### src/rtl/window_sample_reader.sv
// Window sample buffer for the median-filter datapath: captures DEPTH samples
// in write order, then streams them to the sorter over a valid/ready handshake.
module window_sample_reader #(
    parameter int DATA_W = 8,
    parameter int DEPTH  = 9,
    parameter int CNT_W  = 4
) (
    input  logic              CLK,
    input  logic              RST,
    input  logic              wr_en_i,
    input  logic [DATA_W-1:0] wr_data_i,
    input  logic              start_i,
    input  logic              clear_i,
    input  logic              rd_ready_i,
    output logic              rd_valid_o,
    output logic [DATA_W-1:0] rd_data_o,
    output logic              full_o,
    output logic              busy_o,
    output logic              done_o,
    output logic [CNT_W-1:0]  count_o
);

    typedef enum logic [1:0] {
        IDLE   = 2'd0,
        STREAM = 2'd1,
        DONE   = 2'd2
    } state_t;

    localparam logic [CNT_W-1:0] DEPTH_C = CNT_W'(DEPTH);
    localparam logic [CNT_W-1:0] LAST_C  = CNT_W'(DEPTH - 1);

    state_t                       state;
    logic [CNT_W-1:0]             wr_idx;
    logic [CNT_W-1:0]             rd_idx;
    logic [DEPTH-1:0][DATA_W-1:0] mem;
    logic                         idle_full;
    logic                         wr_take;

    assign idle_full = (state == IDLE) && (wr_idx == DEPTH_C);
    assign wr_take   = (state == IDLE) && wr_en_i && !idle_full && !clear_i;

    // Sample storage carries no reset; only indices and state are reset.
    always_ff @(posedge CLK) begin
        if (wr_take)
            mem[wr_idx] <= wr_data_i;
    end

    always_ff @(posedge CLK or negedge RST) begin
        if (!RST) begin
            state  <= IDLE;
            wr_idx <= '0;
            rd_idx <= '0;
        end else if (clear_i) begin
            state  <= IDLE;
            wr_idx <= '0;
            rd_idx <= '0;
        end else begin
            case (state)
                IDLE: begin
                    // A write while not full wins over a same-cycle start.
                    if (wr_en_i && !idle_full) begin
                        wr_idx <= wr_idx + 1'b1;
                    end else if (start_i && idle_full) begin
                        state  <= STREAM;
                        rd_idx <= '0;
                    end
                end
                STREAM: begin
                    if (rd_ready_i) begin
                        if (rd_idx == LAST_C) begin
                            state  <= DONE;
                            rd_idx <= '0;
                            wr_idx <= '0;
                        end else begin
                            rd_idx <= rd_idx + 1'b1;
                        end
                    end
                end
                DONE: begin
                    state  <= IDLE;
                    wr_idx <= '0;
                    rd_idx <= '0;
                end
                default: begin
                    state  <= IDLE;
                    wr_idx <= '0;
                    rd_idx <= '0;
                end
            endcase
        end
    end

    // Outputs decode registered state only, so rd_ready_i never reaches rd_valid_o.
    always_comb begin
        rd_valid_o = 1'b0;
        rd_data_o  = '0;
        full_o     = 1'b0;
        busy_o     = 1'b0;
        done_o     = 1'b0;
        count_o    = '0;
        case (state)
            IDLE: begin
                full_o  = idle_full;
                count_o = wr_idx;
            end
            STREAM: begin
                rd_valid_o = 1'b1;
                rd_data_o  = mem[rd_idx];
                full_o     = 1'b1;
                busy_o     = 1'b1;
                count_o    = DEPTH_C - rd_idx;
            end
            DONE: begin
                done_o = 1'b1;
            end
            default: ;
        endcase
    end

endmodule

### config.mk
export PLATFORM = sky130hd
export DESIGN_NAME = window_sample_reader
export DESIGN_NICKNAME = d
export VERILOG_FILES = /design/src/rtl/window_sample_reader.sv
export SDC_FILE = /design/constraint.sdc
export NUM_CORES = 1
export LEC_CHECK = 0
export BUFFER_PORTS_ARGS = -buffer_cell sky130_fd_sc_hd__buf_2
export CORE_ASPECT_RATIO = 0.6
export CORE_MARGIN = 4
export CORE_UTILIZATION = 41
export CTS_CLUSTER_SIZE = 40
export DETAILED_ROUTE_END_ITERATION = 10
export HOLD_SLACK_MARGIN = 0.15
export PLACE_DENSITY_LB_ADDON = 0.3
export SETUP_SLACK_MARGIN = 0.2
export SLEW_MARGIN = 20
export SYNTH_ARGS = -nofsm -noshare
export SYNTH_HDL_FRONTEND = slang
export SYNTH_SLANG_ARGS = --single-unit
### constraint.sdc
create_clock -name CLK -period 2.54 [get_ports CLK]
set_input_delay 0.254 -clock CLK [delete_from_list [all_inputs] [get_ports CLK]]
set_output_delay 0.254 -clock CLK [all_outputs]
set_load 0.01 [all_outputs]
==> out/results.ini, run 1 <==
[status]
status=finished, final reports clean

[floorplan]
rows=26
die_area_sq_um=10500
core_sq_um=8560
start_util_pct=42.4
die_h_microns=80.9
boundaryPins=30
die_w_microns=129

[clocking]
insertion_delay_ns=0.34
cts_max_level=3
cts_tree=yes
cts.clk_slew.worst_paths_ns=0.06
clockBufferDepth=2
cts_num_sinks=82
clockRootBuffer=clkbuf_16
cts_buffers=9

[sta]
fin_crit_sh_pct=88.4
hold_viol_final=0
fin_crit_ns=2.25
slew_viol_final=0
rsz0062_at_grt=false
skew_ns=0.00872
slew_headroom_pct=66.3
fin_setup_tns_ns=0
setup_violations=0
fmax_ghz=0.445
tightest_slew_ns=0.505

[route]
drt_iter0_drc=247
wl_met2_microns=3210
drc_errors=0
dr_total_vias=2063
wl_met1_microns=3910
antenna_left=0
via_per_inst=5.34
wire_per_inst_microns=19.3
route.top_layer_used=met4
drt-total-wl_microns=7440
drtPass1Iterations=4
met3WireLength_microns=282

[worst_setup_path]
r2r_end=mem[45]
reg2reg_from=state[0]
cp.arrival_ns=1.99
critPathCaptureType=output pin
r2r_slack_ns=0.46
cp_max_fo=30
critPathKind=register to output pin
worstPathRequired_ns=2.29
worstRegToRegCells=3
cp-start-kind=register

[final_layout]
area_growth_pct=15.3
drive_gt1_share_pct=22.3
fin_util_pct=48.9
antenna_cells=0
num-nets-final=291
fill_cells=720

[logic_synthesis]
yosysTopAreaCell=edfxtp_1
synth_top_family_by_area=multiplexers
synthDistinctLibCells=43
synthArstFlopShare_pct=12.2
synth_seq_cells=82
synth_compound_area_share_pct=7.55
syn_area_sq_um=3630
yosys.area_share.xor_xnor_pct=0.241
yosys-top-cells-area=edfxtp_1 (60%), dfrtp_1 (6.9%), mux2i_1 (5.2%)
syn_nets=258
ys_warn_count=0
synthMuxAreaShare_pct=11.1
synthAdderAreaFrac_pct=2.76
syn_inst=236
synth_most_common_cell=edfxtp_1
ys_seq_area_share_pct=66.5
synth-simple-area-share_pct=8.55
synth_top_area_share_pct=59.6
synth-edff-count=72
syn_avg_cell_area_sq_um=15.4
synth_common_cells=edfxtp_1 (72), mux2i_1 (19), nand2_1 (16)
synth-main-ff-cell=edfxtp_1

[power]
p_per_area_nw_per_um2=672
ir_drop_mv=0.381
p_leak_nw=1.47

[placed_design]
globalplace.congestion=0.783
dpl.hpwl_microns=5050
numPortBuffers=29

[hold_path]
hold_path_startpoint=wr_data_i[7]
whs_path_depth=1
hold_end=mem[63]
hold_class=input port to register

[global_routing]
grt_max_degree=31
grt_usage_pct=15.9
grt_pass1_wl_microns=11900
overflow=0
antenna_found_initial=0
grt_pass1_vias=2022

[flow_run]
max-cap-violations=0

## layout make-up
class / instances / area (sq um) / share of cell area [%]
clock inverters: 7 / 60.1 / 1.43
well taps: 112 / 140 / 3.35
multi-input cells: 133 / 1110 / 26.4
inverters: 7 / 26.3 / 0.628
flip-flops and latches: 82 / 2410 / 57.7
clock buffers: 9 / 225 / 5.38
repair buffers: 36 / 213 / 5.08
## metal layers
layer / vias up / track usage, %
met3: 2 / 5.98
met2: 31 / 22.1
met5: - / 0
li1: 983 / -
met4: 0 / 3.42
met1: 1047 / 23.7
## worst max-delay path, stage by stage, from the launching register on
cell	delay [ns]
dfrtp_1	0.37
buf_12	0.22
mux4_1	0.64
o21ai_1	0.17
a21oi_1	0.09
buf_2	0.14
## cells in the final DEF (no fill, tap or decap), types with 3 or more instances in the layout
cell       synthesis  routed
a21oi_1           11      11
a221oi_1           8       8
and2_1             5       4
and3_1             5       5
buf_2              1      29
buf_4              2       5
clkbuf_16          0       9
clkinv_1           0       3
dfrtp_1           10       8
edfxtp_1          72      72
ha_1               8       8
inv_1              7       7
mux2i_1           19      19
mux4_1             6       6
nand2_1           16      16
nor2_1             7       7
nor3_1             3       3
o21ai_0            7       7
o21ai_1            8       8
o31ai_1            3       3
## power by group
group | total, mW | internal, mW | leakage (nW) | switching [mW]
registers | 1.49 | 1.48 | 0.785 | 0.00811
logic | 0.0935 | 0.0330 | 0.541 | 0.0605
clock network | 1.23 | 0.748 | 0.142 | 0.478
total | 2.81 | 2.27 | 1.47 | 0.547
## stage by stage
stage	area (sq um)	instances	worst slack, ns	hold slack (ns)	power (mW)
2_1_floorplan	3630	236	0.274	-0.0416	1.56
3_3_place_gp	3880	368	0.416	0.140	1.61
3_5_place_dp	3880	368	0.417	0.142	1.61
4_1_cts	4180	385	0.203	0.206	2.85
5_1_grt	4190	386	0.204	0.232	2.92
6_report	4190	386	0.294	0.223	2.81
## how the worst max path moves through the flow
| stage | end | from | depth (start not counted) |
|---|---|---|---|
| 2_1_floorplan | mem[64] | state[0] | 4 |
| 3_3_place_gp | rd_data_o[0] | rd_idx[2] | 5 |
| 3_5_place_dp | rd_data_o[0] | rd_idx[2] | 5 |
| 4_1_cts | rd_data_o[7] | rd_idx[3] | 4 |
| 5_1_grt | rd_data_o[5] | rd_idx[0] | 5 |
| 6_report | rd_data_o[1] | rd_idx[0] | 5 |
## cell families (layout without fill, tap and decap cells)
| kind of cell | Yosys count | after routing |
|---|---|---|
| flip-flops | 82 | 82 |
| AND/OR/NAND/NOR | 53 | 53 |
| AO/OA/AOI/OAI | 43 | 43 |
| multiplexers | 28 | 28 |
| buffers and inverters | 21 | 59 |
| adder cells (fa/ha/maj) | 8 | 8 |
| XOR/XNOR | 1 | 1 |
## registers in the layout, summed over array words and instances (netlist names)
signal  count
state       2
rd_idx      4
mem        72
wr_idx      4
## timing repair
| action | CTS | global route |
|---|---|---|
| endpoints found under the hold margin | 10 | 0 |
| gates resized for setup | 2 | 2 |
| hold buffers | 1 | 0 |
| buffers inserted | 0 | 1 |
| setup endpoints to repair | 8 | 8 |
| gates cloned | 0 | 0 |
No activity file was read; power rests on OpenSTA's default activity.
==> run 2, diff against run 1 <==
clock period = 2.3 ns   (was 2.54 ns; I/O delays follow)
==> run 2 against run 1 <==
Clock power increased by 13%; first-iteration DRC count increased by 28%; core utilization increased by 2.6 points; critical path depth increased by 1; setup slack got worse by 0.15 ns; worst hold slack got worse by 0.0038 ns; clock skew decreased by 0.0013 ns; global-route usage increased by 0.31 points; critical endpoint is now rd_data_o[4]; highest routed layer unchanged.
==> out/results.ini, run 2 (synthesized netlist as in run 1, its figures left out) <==
[power]
power_mw=3.15  ; +12%
p_leak_nw=1.54  ; +4.6%
ir_drop_mv=0.455  ; +19%
p_per_area_nw_per_um2=714  ; +6.3%

[worst_setup_path]
r2r_slack_ns=0.25  ; -0.21 ns
cp_max_fo=7  ; -77%
slowest_stage=mux4_2
critPathCaptureType=output pin
cp_slowest_stage_delay_ns=0.51  ; -0.13 ns
worst-path-buf-inv=3  ; +1
cp-start-kind=register
cp.arrival_ns=1.93  ; -0.06 ns
critPathKind=register to output pin
critical_path.cell_chain=buf_12, buf_16, mux4_2, o21ai_2, a21oi_2, buf_2
path_delay_family=multiplexers
worstPathRequired_ns=2.07  ; -0.22 ns

[global_routing]
grt_pass1_wl_microns=12200  ; +3.1%
grt_pass1_vias=2142  ; +5.9%
grt_max_degree=15  ; -52%
overflow=0  ; unchanged
antenna_found_initial=0  ; unchanged
grt_usage_pct=16.2  ; +0.31 points

[final_layout]
antenna_cells=0  ; unchanged
regMostFlops=mem
area_growth_pct=21.5
layout_commonest_cell=edfxtp_1
largest_reg_flops=72  ; unchanged
final_cell_mix=edfxtp_1 (72), buf_2 (29), mux2i_1 (19)
drive_gt1_share_pct=34.3  ; +12 points
num-nets-final=300  ; +3.1%
fill_cells=726  ; +0.83%
fin_util_pct=51.6  ; +2.6 points
reg_top3=mem: 72 flops, rd_idx: 4 flops, wr_idx: 4 flops

[status]
status=finished, final reports clean

[clocking]
cts_max_level=3  ; unchanged
clockRootBuffer=clkbuf_16
cts_num_sinks=82  ; unchanged
insertion_delay_ns=0.33  ; about the same
clockBufferDepth=2  ; unchanged
cts.clk_slew.worst_paths_ns=0.06  ; about the same
cts_buffers=9  ; unchanged
cts_tree=yes

[hold_path]
hold_class=input port to register

[sta]
slew_headroom_pct=59.9  ; -6.4 points
layout_setup_ws_ns=0.143  ; -0.151 ns
fmax_ghz=0.464
rsz0062_at_grt=true
fin_setup_tns_ns=0  ; unchanged
hold_viol_final=0  ; unchanged
skew_ns=0.00746  ; -0.00126 ns
fin_crit_ns=2.16
slew_viol_final=0  ; unchanged
fin_crit_sh_pct=93.8
setup_violations=0  ; unchanged
tightest_slew_ns=0.599  ; +0.0934 ns

[route]
via_per_inst=5.46  ; +2.1%
antenna_left=0  ; unchanged
wire_per_inst_microns=20.3  ; +5.5%
drc_errors=0  ; unchanged
drt-total-wl_microns=8030  ; +7.9%
drt_iter0_drc=316  ; +28%
drtPass1Iterations=4  ; unchanged
dr_total_vias=2156  ; +4.5%

[flow_run]
max-cap-violations=0  ; unchanged

[floorplan]
rows=26  ; unchanged
die_h_microns=80.9  ; unchanged
die_w_microns=129  ; unchanged
die_area_sq_um=10500  ; unchanged
core_sq_um=8560  ; unchanged
start_util_pct=42.4  ; unchanged
boundaryPins=30  ; unchanged

[placed_design]
numPortBuffers=29  ; unchanged
globalplace.congestion=0.874  ; +12%
pre_cts_slack_ns=0.232  ; -0.185 ns
dpl.hpwl_microns=5220  ; +3.2%

==> run 2: changes by cell type in the layout (fill, tap and decap cells not counted), sizes merged <==
| cell | delta |
|---|---|
| buf | +9 |
| clkinvlp | +2 |
| clkinv | -2 |
==> run 2: through the flow <==
stage               hold slack (ns)  cell area, sq um  std cells
finish                        0.219              4410        395
detailed placement            0.115              3890        370
global route                  0.214              4410        395
global placement              0.119              3890        370
CTS                           0.199              4360        394
floorplan                   -0.0656              3640        236
==> run 2: per-layer routing <==
metal	routed length, microns	global-route usage, %	up-vias
li1	-	-	995
met1	3800	24.3	1086
met2	3480	22.5	65
met3	668	5.45	10
met4	83	4.15	0
met5	0	0	-
==> run 2: worst paths after layout <==
| path | from | to | depth (start not counted) |
|---|---|---|---|
| max | rd_idx[0] | rd_data_o[4] | 6 |
| min | wr_data_i[6] | mem[46] | 1 |
| max reg2reg | rd_idx[0] | wr_idx[0] | 8 |
| min reg2reg | wr_idx[1] | wr_idx[1] | 1 |
| max in group asynchronous | RST | rd_idx[0] | 2 |
| min in group asynchronous | RST | wr_idx[1] | 2 |
==> run 2: cell type report <==
cell class                      instances  area, sq um  area share, %
Sequential cell                        82         2410           54.7
Multi-Input combinational cell        133         1170           26.4
Timing Repair Buffer                   45          369           8.37
Clock buffer                            9          225           5.10
Tap cell                              112          140           3.18
Clock inverter                          7         70.1           1.59
Inverter                                7         26.3          0.596
==> run 2: what timing repair did <==
item | CTS | global route
gates cloned | 3 | 0
pin swaps | 12 | 4
hold endpoints to repair | 10 | 0
hold buffers | 1 | 0
resized for setup | 21 | 14
endpoints found under the setup margin | 8 | 62
buffers inserted | 4 | 1
==> run 2: where the power goes <==
group	leakage, nW	switching (mW)	internal (mW)
Combinational	0.614	0.0699	0.0379
Sequential	0.785	0.00968	1.64
Clock	0.137	0.556	0.836
Total	1.54	0.636	2.51
